--- src/rtl/prio_load_reg_pkg.sv ---
// Shared types and default constants for the priority load register.
package prio_load_reg_pkg;

  typedef enum logic [1:0] {
    EMPTY  = 2'd0,
    VALID  = 2'd1,
    LOCKED = 2'd2
  } state_t;

  localparam int DEF_WIDTH   = 2;
  localparam int DEF_NCH     = 3;
  localparam int DEF_CNT_W   = 8;
  localparam int DEF_RST_VAL = 0;

endpackage

--- src/rtl/prio_enc.sv ---
// Fixed-priority encoder: lowest asserted request index wins.
module prio_enc #(
  parameter int NCH   = 3,
  parameter int IDX_W = 2
) (
  input  logic [NCH-1:0]   i_req,
  output logic [IDX_W-1:0] o_idx,
  output logic             o_hit
);

  always_comb begin
    o_idx = '0;
    o_hit = |i_req;
    // Scan downwards so the lowest set bit is the last (winning) assignment.
    for (int i = NCH - 1; i >= 0; i--) begin
      if (i_req[i]) o_idx = IDX_W'(i);
    end
  end

endmodule

--- src/rtl/prio_load_reg.sv ---
// Register written from prioritised load channels or default data, with a lock mode.
// Change counter is built only when PRIO_LOAD_REG_CNT_EN is defined; otherwise chg_cnt reads 0.
module prio_load_reg
  import prio_load_reg_pkg::*;
#(
  parameter int                WIDTH   = DEF_WIDTH,
  parameter int                NCH     = DEF_NCH,
  parameter logic [WIDTH-1:0]  RST_VAL = WIDTH'(DEF_RST_VAL),
  parameter int                CNT_W   = DEF_CNT_W,
  localparam int               IDX_W   = (NCH > 1) ? $clog2(NCH) : 1
) (
  input  logic                   clk,
  input  logic                   r,
  input  logic [NCH-1:0]         ld,
  input  logic [NCH*WIDTH-1:0]   ld_val,
  input  logic                   en,
  input  logic [WIDTH-1:0]       d,
  input  logic                   lock,
  output logic [WIDTH-1:0]       q,
  output logic                   q_vld,
  output logic [IDX_W-1:0]       win,
  output logic                   win_vld,
  output logic [CNT_W-1:0]       chg_cnt,
  output state_t                 o_dbg_state
);

  state_t           r_state;
  state_t           w_state_nxt;
  logic [WIDTH-1:0] r_q;
  logic [IDX_W-1:0] r_win;
  logic             r_win_vld;

  logic             w_locked;
  logic [NCH-1:0]   w_req;
  logic [IDX_W-1:0] w_idx;
  logic             w_hit;
  logic             w_d_wr;
  logic             w_wr;
  logic [WIDTH-1:0] w_sel;
  logic [WIDTH-1:0] w_q_nxt;

  // Lock only masks inputs while it is still asserted; dropping it restores normal rules on that edge.
  assign w_locked = (r_state == LOCKED) && lock;
  assign w_req    = w_locked ? (ld & NCH'(1)) : ld;
  assign w_d_wr   = !w_hit && en && !w_locked;
  assign w_wr     = w_hit || w_d_wr;

  prio_enc #(
    .NCH   (NCH),
    .IDX_W (IDX_W)
  ) u_prio_enc (
    .i_req (w_req),
    .o_idx (w_idx),
    .o_hit (w_hit)
  );

  always_comb begin
    w_sel = '0;
    for (int i = 0; i < NCH; i++) begin
      if (w_idx == IDX_W'(i)) w_sel = ld_val[i*WIDTH +: WIDTH];
    end
  end

  assign w_q_nxt = w_hit ? w_sel : (w_d_wr ? d : r_q);

  always_comb begin
    w_state_nxt = r_state;
    case (r_state)
      EMPTY:   if (w_wr) w_state_nxt = VALID;
      VALID:   if (lock) w_state_nxt = LOCKED;
      LOCKED:  if (!lock) w_state_nxt = VALID;
      default: w_state_nxt = EMPTY;
    endcase
  end

  always_ff @(posedge clk or posedge r) begin
    if (r) begin
      r_state   <= EMPTY;
      r_q       <= RST_VAL;
      r_win     <= '0;
      r_win_vld <= 1'b0;
    end else begin
      r_state <= w_state_nxt;
      r_q     <= w_q_nxt;
      if (w_wr) begin
        r_win_vld <= w_hit;
        if (w_hit) r_win <= w_idx;
      end
    end
  end

`ifdef PRIO_LOAD_REG_CNT_EN
  logic [CNT_W-1:0] r_cnt;

  // Saturating count of edges where q actually took a different value.
  always_ff @(posedge clk or posedge r) begin
    if (r) begin
      r_cnt <= '0;
    end else if ((w_q_nxt != r_q) && (r_cnt != {CNT_W{1'b1}})) begin
      r_cnt <= r_cnt + 1'b1;
    end
  end

  assign chg_cnt = r_cnt;
`else
  assign chg_cnt = '0;
`endif

  assign q           = r_q;
  assign q_vld       = (r_state != EMPTY);
  assign win         = r_win;
  assign win_vld     = r_win_vld;
  assign o_dbg_state = r_state;

endmodule

--- config.mk ---
export PLATFORM = sky130hd
export DESIGN_NAME = prio_load_reg
export DESIGN_NICKNAME = d
export VERILOG_FILES = /design/src/rtl/prio_load_reg_pkg.sv /design/src/rtl/prio_enc.sv /design/src/rtl/prio_load_reg.sv
export SDC_FILE = /design/constraint.sdc
export NUM_CORES = 1
export LEC_CHECK = 0
export ABC_AREA = 1
export ABC_CLOCK_PERIOD_IN_PS = 1300
export BUFFER_PORTS_ARGS = -buffer_cell sky130_fd_sc_hd__buf_4
export CAP_MARGIN = 20
export CELL_PAD_IN_SITES_DETAIL_PLACEMENT = 0
export CELL_PAD_IN_SITES_GLOBAL_PLACEMENT = 1
export CORE_AREA = 2 2 47 49
export CTS_CLUSTER_DIAMETER = 200
export CTS_CLUSTER_SIZE = 28
export DETAILED_ROUTE_END_ITERATION = 6
export DIE_AREA = 0 0 49 51
export PLACE_DENSITY_LB_ADDON = 0.1
export SYNTH_ARGS = -nofsm -noshare
export SYNTH_HDL_FRONTEND = slang
export SYNTH_SLANG_ARGS = --single-unit
--- constraint.sdc ---
create_clock -name clk -period 1.3 [get_ports clk]
set_clock_uncertainty 0.05 [all_clocks]
set_input_delay 0.065 -clock clk [delete_from_list [all_inputs] [get_ports clk]]
set_output_delay 0.065 -clock clk [all_outputs]
set_load 0.03 [all_outputs]
==> impl_results.md <==
- Status: finished, final reports clean
- Vias per cell: 3.789
- Placed Cells: 121
- Root buffer cell: clkbuf_4
- Final nets: 116
- Clock latency on the worst-skew pair: 0.25 ns
- Hold slack: 0.04237 ns
- Htree depth: 1
- Critical path class: register to register
- Die height: 51 um
- FMAX: 0.8080 GHz
- DRT iter0 DRCs: 4
- Seq/Total Area, Yosys: 34.40%
- Busiest grt layer: met2
- Worst Hold Path Cells: 4
- # rows: 17
- CP endpoint: o_dbg_state[0]
- RSZ-0062 raised after global routing: true
- Area grow syn2layout: 45.70%
- Pleak: 0.4333 nW
- Router iterations before antenna repair: 4
- CTS tree: built
- Most common cell after layout, fill and taps aside: buf_4
- Multiplexer share of the synthesized area: 0%
- Die width: 49 um
- First-pass GRT wire length: 1883 um
- DRC viols: 0
- Max_cap viols: 0
- FF-to-FF End: o_dbg_state[0]
- CTS max path bufs: 2
- R2R setup slack: 0.06 ns
- CP max FO: 7
- Global route overflow: 0
- Fin crit period: 1.238 ns
- Adder-cell share of the synthesized area: 0%
- Buffers added on ports: 22
- Post-detailed-route count of antenna-violating nets: 0
- Post-Route Utilization: 35.96%
- Synth Area in Compound Gates: 4.914%
- Xor/xnor cell area share of the yosys netlist: 0%
- TNS Setup: 0 ns
- Max Slew Vio Count: 0
- GR Layer Usage met3: 2.924%
- Drt wl/cell: 8.516 um
- Worst slack at placement: 0.03911 ns
- CP startpoint: o_dbg_state[0]
- Clk pin slew, worst setup/hold paths: 0.06 ns
- Pwr/cell area: 1515 nW/um^2
- Most frequent cells in the layout: buf_4 (25), nand2_1 (20), inv_1 (11)
- Critical Path End Type: register
- Req. time, crit path: 1.39 ns
- Num Clock Sinks: 7
- GR Util met2: 13.93%
- RePlAce Congestion: 0.7461
- Final Cycle Share: 95.20%
- Final wirelength: 1090 um
- Inserted Diodes: 0
- Hold Fails Final Rpt: 0
- Warnings, synthesis: 0
- Reg2reg start: o_dbg_state[0]
- # fillers: 236
- Combinational family with the most area after synthesis: simple AND/OR/NAND/NOR gates
- Worst hold path class: input pin to register
- Vias in the first global route: 455
- Largest net degree at the start of global routing: 9
- GRT Total Usage: 10.32%
- Post-Syn Area: 509.2 sq um
- Fraction of layout cells with a size suffix above 1: 38.00%
- Post-route setup slack: 0.06242 ns
- Syn_area_per_cell: 7.172 sq um
- Detailed-route via count: 485
- Synth Register Bits: 7
- Startpoint types: register
- Initial antenna violation count: 0
- TritonCTS Buffers: 3
- Starting Density: 24.68%
- Simple-gate area share of the yosys netlist: 37.84%
- Worst Path Arrival: 1.33 ns
- Core area: 2063 sq um
- Final setup fails: 0
- Synth Instances: 71
- Post-route non-filler standard cell count: 128
- Reg2Reg Depth: 8
- Post-DP HPWL: 921.9 um
- Num ports: 31
- Peak VDD IR: 0.5695 mV
- Synth cell types: 15
- Die area: 2499 sq um
- Met1 GRT Util: 13.46%
metrics by stage:
stage / cell area (sq um) / power [mW]
2_1_floorplan: 538.0 / 0.7121
3_3_place_gp: 685.7 / 0.9130
3_5_place_dp: 685.7 / 0.9100
4_1_cts: 721.9 / 1.117
5_1_grt: 742.0 / 1.214
6_report: 742.0 / 1.124
cells by family after synthesis:
logic type / after synthesis
AND/OR/NAND/NOR: 36
buffers and inverters: 22
flip-flops: 7
AO/OA/AOI/OAI: 5
other: 1
cells in the mapped netlist (all sizes together):
| library cell | instances | area [sq um] |
|---|---|---|
| nand2 | 23 | 98.84 |
| nand3 | 7 | 47.55 |
| conb | 1 | 3.750 |
| o21ai | 5 | 25.02 |
| dfrtp | 7 | 175.2 |
| inv | 14 | 52.55 |
| nor2 | 3 | 27.53 |
| nand4 | 3 | 18.77 |
| buf | 8 | 60.06 |
how the worst min path moves through the flow:
stage / to / slack, ns / from
3_5_place_dp: win[0] / -0.02 / r
2_1_floorplan: q[0] / -0.18 / r
6_report: o_dbg_state[0] / 0.04 / lock
3_3_place_gp: win[0] / -0.02 / r
4_1_cts: o_dbg_state[0] / 0.04 / lock
5_1_grt: o_dbg_state[0] / 0.08 / lock
worst max-delay path, cell delays in order (launching register included):
cell and delay [ns]:
dfrtp_2 0.42, inv_2 0.08, nand3_4 0.11, nand2_2 0.10, nand2_4 0.07, nor2_8 0.12, nand2_1 0.07, nand3_1 0.07
nand2_1 0.05
repair_timing:
item | 4_1_cts | 5_1_grt
endpoints found under the setup margin | 0 | 3
gates resized for setup | 0 | 1
hold buffers | 1 | 0
endpoints found under the hold margin | 7 | 0
setup buffers | 0 | 2
state kept, by name, indices dropped and copies added (netlist names):
name,flops
o_dbg_state,2
win,2
q,2
win_vld,1
cell type report:
type	count	area (sq um)	area share, %
Multi-Input combinational cell	49	252.7	34.06
Timing Repair Buffer	26	197.7	26.64
Sequential cell	7	177.7	23.95
Inverter	14	52.55	7.083
Tap cell	28	35.03	4.722
Clock buffer	4	26.28	3.541
routing by layer:
metal	vias up	part of all wire (%)
li1	262	-
met1	205	49
met2	16	44
met3	2	5.0
met4	0	2.2
met5	-	0
power by group:
| group | internal, mW | switching [mW] |
|---|---|---|
| sequential | 0.276 | 0.0477 |
| combinational | 0.224 | 0.371 |
| clock | 0.118 | 0.0878 |
| total | 0.618 | 0.506 |
Note: power is estimated with default switching activity, not from simulation.
